--- config.mk ---
export PLATFORM = sky130hd
export DESIGN_NAME = comm_uart_host
export DESIGN_NICKNAME = d
export VERILOG_FILES = /design/src/rtl/comm_uart_pkg.sv /design/src/rtl/comm_hex_line_decoder.sv /design/src/rtl/comm_uart_host.sv
export SDC_FILE = /design/constraint.sdc
export NUM_CORES = 1
export LEC_CHECK = 0
export ABC_AREA = 1
export CAP_MARGIN = 15
export CORE_ASPECT_RATIO = 0.8
export CORE_MARGIN = 4
export CORE_UTILIZATION = 40
export DETAILED_ROUTE_END_ITERATION = 8
export GPL_TIMING_DRIVEN = 0
export PLACE_DENSITY = 0.65
export SYNTH_ARGS = -nofsm -noshare
export SYNTH_HDL_FRONTEND = slang
export SYNTH_SLANG_ARGS = --single-unit
--- constraint.sdc ---
create_clock -name clk -period 1.84 [get_ports clk]
set_clock_uncertainty 0.2 [all_clocks]
set_input_delay 0.184 -clock clk [delete_from_list [all_inputs] [get_ports clk]]
set_output_delay 0.184 -clock clk [all_outputs]
set_load 0.1 [all_outputs]
--- src/rtl/comm_uart_pkg.sv ---
// comm_uart_pkg: shared constants, types and hex helpers for the host side
// of the hex-over-UART mining link.
//   CHAR_LF / CHAR_CR   : line terminators
//   NONCE_DIGITS / TEMP_DIGITS : digit counts that identify a line type
//   hex_encode          : nibble -> uppercase ASCII
//   hex_decode          : ASCII -> {valid, nibble}, accepts either case
package comm_uart_pkg;

    localparam logic [7:0] CHAR_LF           = 8'h0A;
    localparam logic [7:0] CHAR_CR           = 8'h0D;
    localparam int         NONCE_DIGITS      = 8;
    localparam int         TEMP_DIGITS       = 4;
    localparam int         WORK_BITS_DEFAULT = 352;

    typedef enum logic [1:0] {
        TX_IDLE = 2'd0,
        TX_SEND = 2'd1,
        TX_NL   = 2'd2
    } tx_state_t;

    typedef enum logic {
        NIB_HI = 1'b0,
        NIB_LO = 1'b1
    } nib_phase_t;

    typedef struct packed {
        logic       valid;
        logic [3:0] nibble;
    } hex_dec_t;

    // The miner only decodes uppercase, so never emit 'a'-'f'.
    function automatic logic [7:0] hex_encode(input logic [3:0] nib);
        if (nib < 4'd10) return 8'h30 + {4'h0, nib};
        else             return 8'h37 + {4'h0, nib};  // 8'h41 - 10
    endfunction

    function automatic hex_dec_t hex_decode(input logic [7:0] b);
        hex_dec_t r;
        r.valid  = 1'b0;
        r.nibble = 4'h0;
        if (b >= 8'h30 && b <= 8'h39) begin
            r.valid  = 1'b1;
            r.nibble = b[3:0];
        end else if ((b >= 8'h41 && b <= 8'h46) || (b >= 8'h61 && b <= 8'h66)) begin
            // low nibble of 'A'/'a' is 1, so +9 lands on 10
            r.valid  = 1'b1;
            r.nibble = b[3:0] + 4'd9;
        end
        return r;
    endfunction

endpackage

--- src/rtl/comm_hex_line_decoder.sv ---
// comm_hex_line_decoder: RX path. Accumulates hex digits from uart_receiver
// and classifies each '\n'-terminated line.
//   clk, reset           : clock, synchronous active-high reset
//   rx_new_byte, rx_byte : byte strobe and data from uart_receiver
//   nonce_valid, nonce   : 8-digit line -> golden nonce (pulse + held value)
//   temp_valid, temp     : 4-digit line -> temperature code (pulse + held value)
//   rx_error             : pulse on any other non-blank line
module comm_hex_line_decoder
    import comm_uart_pkg::*;
(
    input  logic        clk,
    input  logic        reset,
    input  logic        rx_new_byte,
    input  logic [7:0]  rx_byte,
    output logic        nonce_valid,
    output logic [31:0] nonce,
    output logic        temp_valid,
    output logic [15:0] temp,
    output logic        rx_error
);

    localparam logic [3:0] CNT_MAX   = 4'd9;
    localparam logic [3:0] CNT_NONCE = 4'(NONCE_DIGITS);
    localparam logic [3:0] CNT_TEMP  = 4'(TEMP_DIGITS);

    logic [31:0] acc;
    logic [3:0]  count;
    logic        bad;
    hex_dec_t    dec;

    assign dec = hex_decode(rx_byte);

    always_ff @(posedge clk) begin
        if (reset) begin
            acc         <= '0;
            count       <= '0;
            bad         <= 1'b0;
            nonce_valid <= 1'b0;
            temp_valid  <= 1'b0;
            rx_error    <= 1'b0;
            nonce       <= '0;
            temp        <= '0;
        end else begin
            nonce_valid <= 1'b0;
            temp_valid  <= 1'b0;
            rx_error    <= 1'b0;
            if (rx_new_byte) begin
                if (dec.valid) begin
                    acc <= {acc[27:0], dec.nibble};
                    // saturating at 9 keeps over-long lines distinguishable from 8
                    if (count != CNT_MAX) count <= count + 4'd1;
                end else if (rx_byte == CHAR_CR) begin
                    // CR of a CRLF pair carries no information
                end else if (rx_byte == CHAR_LF) begin
                    if (!bad && count == CNT_NONCE) begin
                        nonce       <= acc;
                        nonce_valid <= 1'b1;
                    end else if (!bad && count == CNT_TEMP) begin
                        temp       <= acc[15:0];
                        temp_valid <= 1'b1;
                    end else if (bad || count != 4'd0) begin
                        rx_error <= 1'b1;
                    end
                    acc   <= '0;
                    count <= '0;
                    bad   <= 1'b0;
                end else begin
                    bad <= 1'b1;
                end
            end
        end
    end

endmodule

--- src/rtl/comm_uart_host.sv ---
// comm_uart_host: host end of the hex-over-UART mining link.
//   TX: one WORK_BITS work item -> 2*WORK_BITS/8 uppercase hex chars + '\n',
//       byte 0 (blockdata LSB) first, high nibble first within a byte.
//   RX: comm_hex_line_decoder turns hex lines into nonces / temperatures.
// Ports: clk, reset (sync, active-high); work_valid/work_ready/work_midstate/
//   work_blockdata (work input); tx_ready/tx_new_byte/tx_byte (to
//   uart_transmitter); rx_new_byte/rx_byte (from uart_receiver);
//   nonce_valid/nonce, temp_valid/temp, rx_error (decoded results).
// Optional build macro COMM_UART_HOST_WORK_QUEUE_EN: one-entry pending work
//   register (latest wins), work_ready always 1, frames run back-to-back.
module comm_uart_host
    import comm_uart_pkg::*;
#(
    parameter int WORK_BITS       = WORK_BITS_DEFAULT,
    parameter int TX_GUARD_CYCLES = 2
) (
    input  logic         clk,
    input  logic         reset,
    input  logic         work_valid,
    output logic         work_ready,
    input  logic [255:0] work_midstate,
    input  logic [95:0]  work_blockdata,
    input  logic         tx_ready,
    output logic         tx_new_byte,
    output logic [7:0]   tx_byte,
    input  logic         rx_new_byte,
    input  logic [7:0]   rx_byte,
    output logic         nonce_valid,
    output logic [31:0]  nonce,
    output logic         temp_valid,
    output logic [15:0]  temp,
    output logic         rx_error
);

    localparam int             NBYTES    = WORK_BITS / 8;
    localparam int             IW        = (NBYTES > 1) ? $clog2(NBYTES) : 1;
    localparam int             GW        = $clog2(TX_GUARD_CYCLES + 1);
    localparam logic [IW-1:0]  LAST_BYTE = IW'(NBYTES - 1);
    localparam logic [GW-1:0]  GUARD_LD  = GW'(TX_GUARD_CYCLES);

    tx_state_t            state, state_nxt;
    nib_phase_t           phase;
    logic [WORK_BITS-1:0] work_q;     // shifts right one byte per byte sent
    logic [WORK_BITS-1:0] work_in;
    logic [IW-1:0]        byte_idx;
    logic [GW-1:0]        guard;
    logic                 fire;       // send a character this cycle
    logic                 load_frame; // start a new frame at the next edge
    logic [7:0]           tx_char;

    assign work_in = WORK_BITS'({work_midstate, work_blockdata});

`ifdef COMM_UART_HOST_WORK_QUEUE_EN
    logic                 pend_vld;
    logic [WORK_BITS-1:0] pend_q;
    logic                 has_next;
    logic [WORK_BITS-1:0] load_val;

    // Work arriving in the very cycle a frame ends is newer than pending.
    assign has_next = work_valid || pend_vld;
    assign load_val = (state == TX_IDLE || work_valid) ? work_in : pend_q;

    always_ff @(posedge clk) begin
        if (reset) begin
            pend_vld <= 1'b0;
            pend_q   <= '0;
        end else if (state != TX_IDLE && load_frame) begin
            pend_vld <= 1'b0;
        end else if (state != TX_IDLE && work_valid) begin
            pend_vld <= 1'b1;
            pend_q   <= work_in;
        end
    end
`else
    logic                 has_next;
    logic [WORK_BITS-1:0] load_val;
    assign has_next = 1'b0;
    assign load_val = work_in;
`endif

    // State register
    always_ff @(posedge clk) begin
        if (reset) state <= TX_IDLE;
        else       state <= state_nxt;
    end

    // Next-state logic
    always_comb begin
        state_nxt = state;
        case (state)
            TX_IDLE: if (work_valid) state_nxt = TX_SEND;
            TX_SEND: if (fire && phase == NIB_LO && byte_idx == LAST_BYTE)
                         state_nxt = TX_NL;
            TX_NL:   if (fire) state_nxt = has_next ? TX_SEND : TX_IDLE;
            default: state_nxt = TX_IDLE;
        endcase
    end

    // Output / control logic
    always_comb begin
`ifdef COMM_UART_HOST_WORK_QUEUE_EN
        work_ready = 1'b1;
`else
        work_ready = (state == TX_IDLE);
`endif
        // The guard hides tx_ready for a few cycles after a strobe, until
        // the transmitter's busy indication has had time to appear.
        fire       = (state != TX_IDLE) && tx_ready && (guard == '0);
        load_frame = (state == TX_IDLE && work_valid) ||
                     (state == TX_NL && fire && has_next);
        if (state == TX_NL)
            tx_char = CHAR_LF;
        else
            tx_char = hex_encode((phase == NIB_HI) ? work_q[7:4] : work_q[3:0]);
    end

    // TX datapath
    always_ff @(posedge clk) begin
        if (reset) begin
            tx_new_byte <= 1'b0;
            tx_byte     <= '0;
            guard       <= '0;
            byte_idx    <= '0;
            phase       <= NIB_HI;
            work_q      <= '0;
        end else begin
            tx_new_byte <= fire;
            if (fire) tx_byte <= tx_char;

            if (fire)              guard <= GUARD_LD;
            else if (guard != '0)  guard <= guard - GW'(1);

            if (load_frame) begin
                work_q   <= load_val;
                byte_idx <= '0;
                phase    <= NIB_HI;
            end else if (fire && state == TX_SEND) begin
                if (phase == NIB_HI) begin
                    phase <= NIB_LO;
                end else begin
                    phase    <= NIB_HI;
                    byte_idx <= byte_idx + IW'(1);
                    work_q   <= work_q >> 8;
                end
            end
        end
    end

    comm_hex_line_decoder u_rx (
        .clk         (clk),
        .reset       (reset),
        .rx_new_byte (rx_new_byte),
        .rx_byte     (rx_byte),
        .nonce_valid (nonce_valid),
        .nonce       (nonce),
        .temp_valid  (temp_valid),
        .temp        (temp),
        .rx_error    (rx_error)
    );

endmodule
==> run summary <==
placed insts = 3,618
final worst-path cycle share = 102%
Synth area leaders = dfxtp_1 45%, nand2_1 15%, a311oi_2 13%
pin count of the biggest net entering global routing = 14
Worst Path Buf+Inv = 5
cell repeated most along the worst path = buf_12
first-pass GRT wire length = 111,000 um
beginning of the critical path = state[0]
fill count = 4,416
reg2reg end = work_q[39]
Netlist cell types = 36
Initial DRC Count = 1,291
Async SR Flop Fraction = 0%
Max-Cap Viols = 0
pre-CTS WS = -0.855 ns
hold path depth = 6
leakage power = 10.9 nW
max incr delay on CP = 0.36 ns
dpl hpwl = 54,300 um
Max Root-Sink Buffers = 3
Area Growth Syn to Fin = 43.7%
WS Path Type = reg -> reg
Worst-path clk slew = 0.06 ns
post-route ant nets = 0
Reg-to-Reg Start = state[0]
Top Family by Delay on Critical Path = buffers and inverters
global routing usage on met1 = 35.3%
Worst Reg2Reg Path Length in Cells = 9
Slew @ Worst Pin = 0.798 ns
failing checks = hold timing, setup timing
Starting Density = 40.8%
Max-slew headroom = 46.8%
PwrDens = 875 nW/um2
CP cell instances = nor2_4 -> nand2_4 -> inv_4 -> buf_12 -> buf_12 -> buf_16 -> buf_6 -> nand2_1 -> a311oi_2
Hold Fails Final Rpt = 1
hold endpoint = u_rx.acc[3]
chip width = 261 um
DRT Wirelength = 73,200 um
GPL Wtd Cong = 0.901
commonest cells in the netlist = 819 x nand2_1, 459 x dfxtp_1, 407 x nor2_1, 182 x a311oi_2, 154 x a311oi_1
GR Overflow Total = 0
I/O Buffers = 423
Row Count = 73
Worst path slowest cell = dfxtp_4
final setup fails = 29
core area = 50,200 um2
Die Span Y = 211 um
Setup WS post-layout = -0.0332 ns
Syn. warnings = 0
post-route core utilization = 58.7%
Hold Crit Start = rx_byte[0]
Yosys top cell area share = 44.8%
CTS Root Cell = clkbuf_16
gr usage total = 25.3%
I/O Pins = 426
Most Used Layer, Global Route = met2
grt met3 use = 4.40%
Avg Cell Area, Syn = 8.14 um2
layout cells sized above 1 = 20.7%
vias per inst = 5.37
initial antenna violation count = 4
mapped cell area = 20,500 um2
Synth Instances = 2,520
CTS buffer count = 48
setup_tns = -0.305 ns
Die Area = 55,000 um2
clk_lat worst skew = 0.59 ns
Max VDD drop = 0.000599 V
# DRC = 0
hold_ws = -0.00108 ns
R2R Setup Slk = -0.03 ns
vias in the first global route = 20,200
status = finished with violations
Crit Path Max Fanout = 10
FF+latch count, synth = 459
CP Launch Type = register
count leader, synth = nand2_1
Total Power = 25.8 mW
CTS tree = done
fin nets = 3,465
Top FF cell, synth = dfxtp_1
Layout Cell Area excl Fill = 29,500 um2
Fmax achieved = 534 MHz
Via Count = 20,400
Final min period = 1.87 ns
H-tree Lvls = 2
Finished Layout Cells = 3,801
Placed Area = 25,700 um2
Ant. Diodes = 0
Slew Limit Fails = 0
sequential-to-total area share from yosys stat = 44.8%
CP Data Required Time = 2.13 ns
EDFF count, synth = 0
met2 Resource Use GR = 40.6%
Mapped Nets = 2,894
Critical Path Sink Type = register
Pre-antenna DRT Iters = 5
CTS sink count = 459
detailed-route wire length per cell = 19.3 um
Arrival @ worst endpoint = 2.17 ns
Yosys top cell by area = dfxtp_1
hold crit path type = in -> reg
RSZ-0062 raised after global routing = true
-- layout by cell type (no fill, tap or decap), types with 8 or more instances in the layout --
master             n
nand2_1          796
dfxtp_1          454
nor2_1           384
clkdlybuf4s50_1  362
a311oi_2         230
a311oi_1         106
a21oi_1           95
dlygate4sd3_1     73
buf_2             71
clkbuf_1          64
buf_4             52
clkbuf_16         50
buf_6             40
inv_1             34
buf_12            33
o21ai_1           24
nand2_2           21
buf_8             21
o21ai_0           21
clkbuf_4          20
nor3_1            18
clkbuf_2          17
nor2_2            15
clkbuf_8          12
nor2_4            11
nand3_1           10
a31oi_1            8
ha_1               8
-- logic make-up (layout without fill, tap and decap cells) --
logic type	count (synthesis)	count (layout)	share of synthesized area, %
adder cells (fa/ha/maj)	9	9	0.549
flip-flops	459	459	44.8
XOR/XNOR	8	8	0.341
other	1	1	0.0183
multiplexers	1	1	0.0488
AO/OA/AOI/OAI	505	505	24.2
buffers and inverters	263	869	6.24
AND/OR/NAND/NOR	1274	1274	23.8
-- worst min-delay path, delay by kind of cell --
family | cells | cell delay [ns]
and+or+nand+nor | 3 | 0.21
AOI/OAI and AO/OA | 1 | 0.05
buffers and inverters | 1 | 0.19
xor gates and xnor gates | 1 | 0.10
-- area by class of cell --
cell class / count / area, um2 / share of cell area, %
multi-input cells: 1798 / 10700 / 36.1
clock inverters: 10 / 120 / 0.407
flip-flops and latches: 459 / 9200 / 31.2
plain buffers: 219 / 1980 / 6.72
inverters: 40 / 155 / 0.526
repair buffers: 525 / 5110 / 17.3
clock buffers: 75 / 1420 / 4.82
well taps: 675 / 845 / 2.86
-- state kept, by name, summed over array words and instances (netlist names) --
name / cells
byte_idx: 6
guard: 2
phase: 1
state: 2
tx_byte: 7
tx_new_byte: 1
u_rx.acc: 32
u_rx.bad: 1
u_rx.count: 4
u_rx.nonce: 32
u_rx.nonce_valid: 1
u_rx.rx_error: 1
u_rx.temp: 16
u_rx.temp_valid: 1
work_q: 352
-- metal layers --
layer  part of all wire, %  vias to the layer above
li1                      -                     9821
met1                    45                     9746
met2                    45                      697
met3                   6.6                      125
met4                   2.7                        8
met5                 0.078                        -
-- power by group --
part | switching [mW] | total, mW | internal, mW
Combinational | 2.65 | 5.06 | 2.41
Sequential | 0.421 | 11.1 | 10.6
Clock | 4.08 | 9.66 | 5.58
Total | 7.16 | 25.8 | 18.6
-- how the worst max path moves through the flow --
stage                    to  slack (ns)  cells past startpoint
2_1_floorplan    work_q[10]       -0.20                      8
3_3_place_gp   u_rx.temp[9]       -0.88                     11
3_5_place_dp   u_rx.temp[9]       -0.85                     11
4_1_cts         work_q[167]       -0.07                     10
5_1_grt          work_q[66]       -0.11                      9
6_report         work_q[39]       -0.03                      9
-- what timing repair did --
item,CTS,global route
pin swaps,24,45
buffers inserted,19,5
hold endpoints to repair,74,1
gates cloned,7,2
setup endpoints to repair,499,436
resized for setup,498,262
hold buffers,72,1
Note: power is estimated with default switching activity, not from simulation.
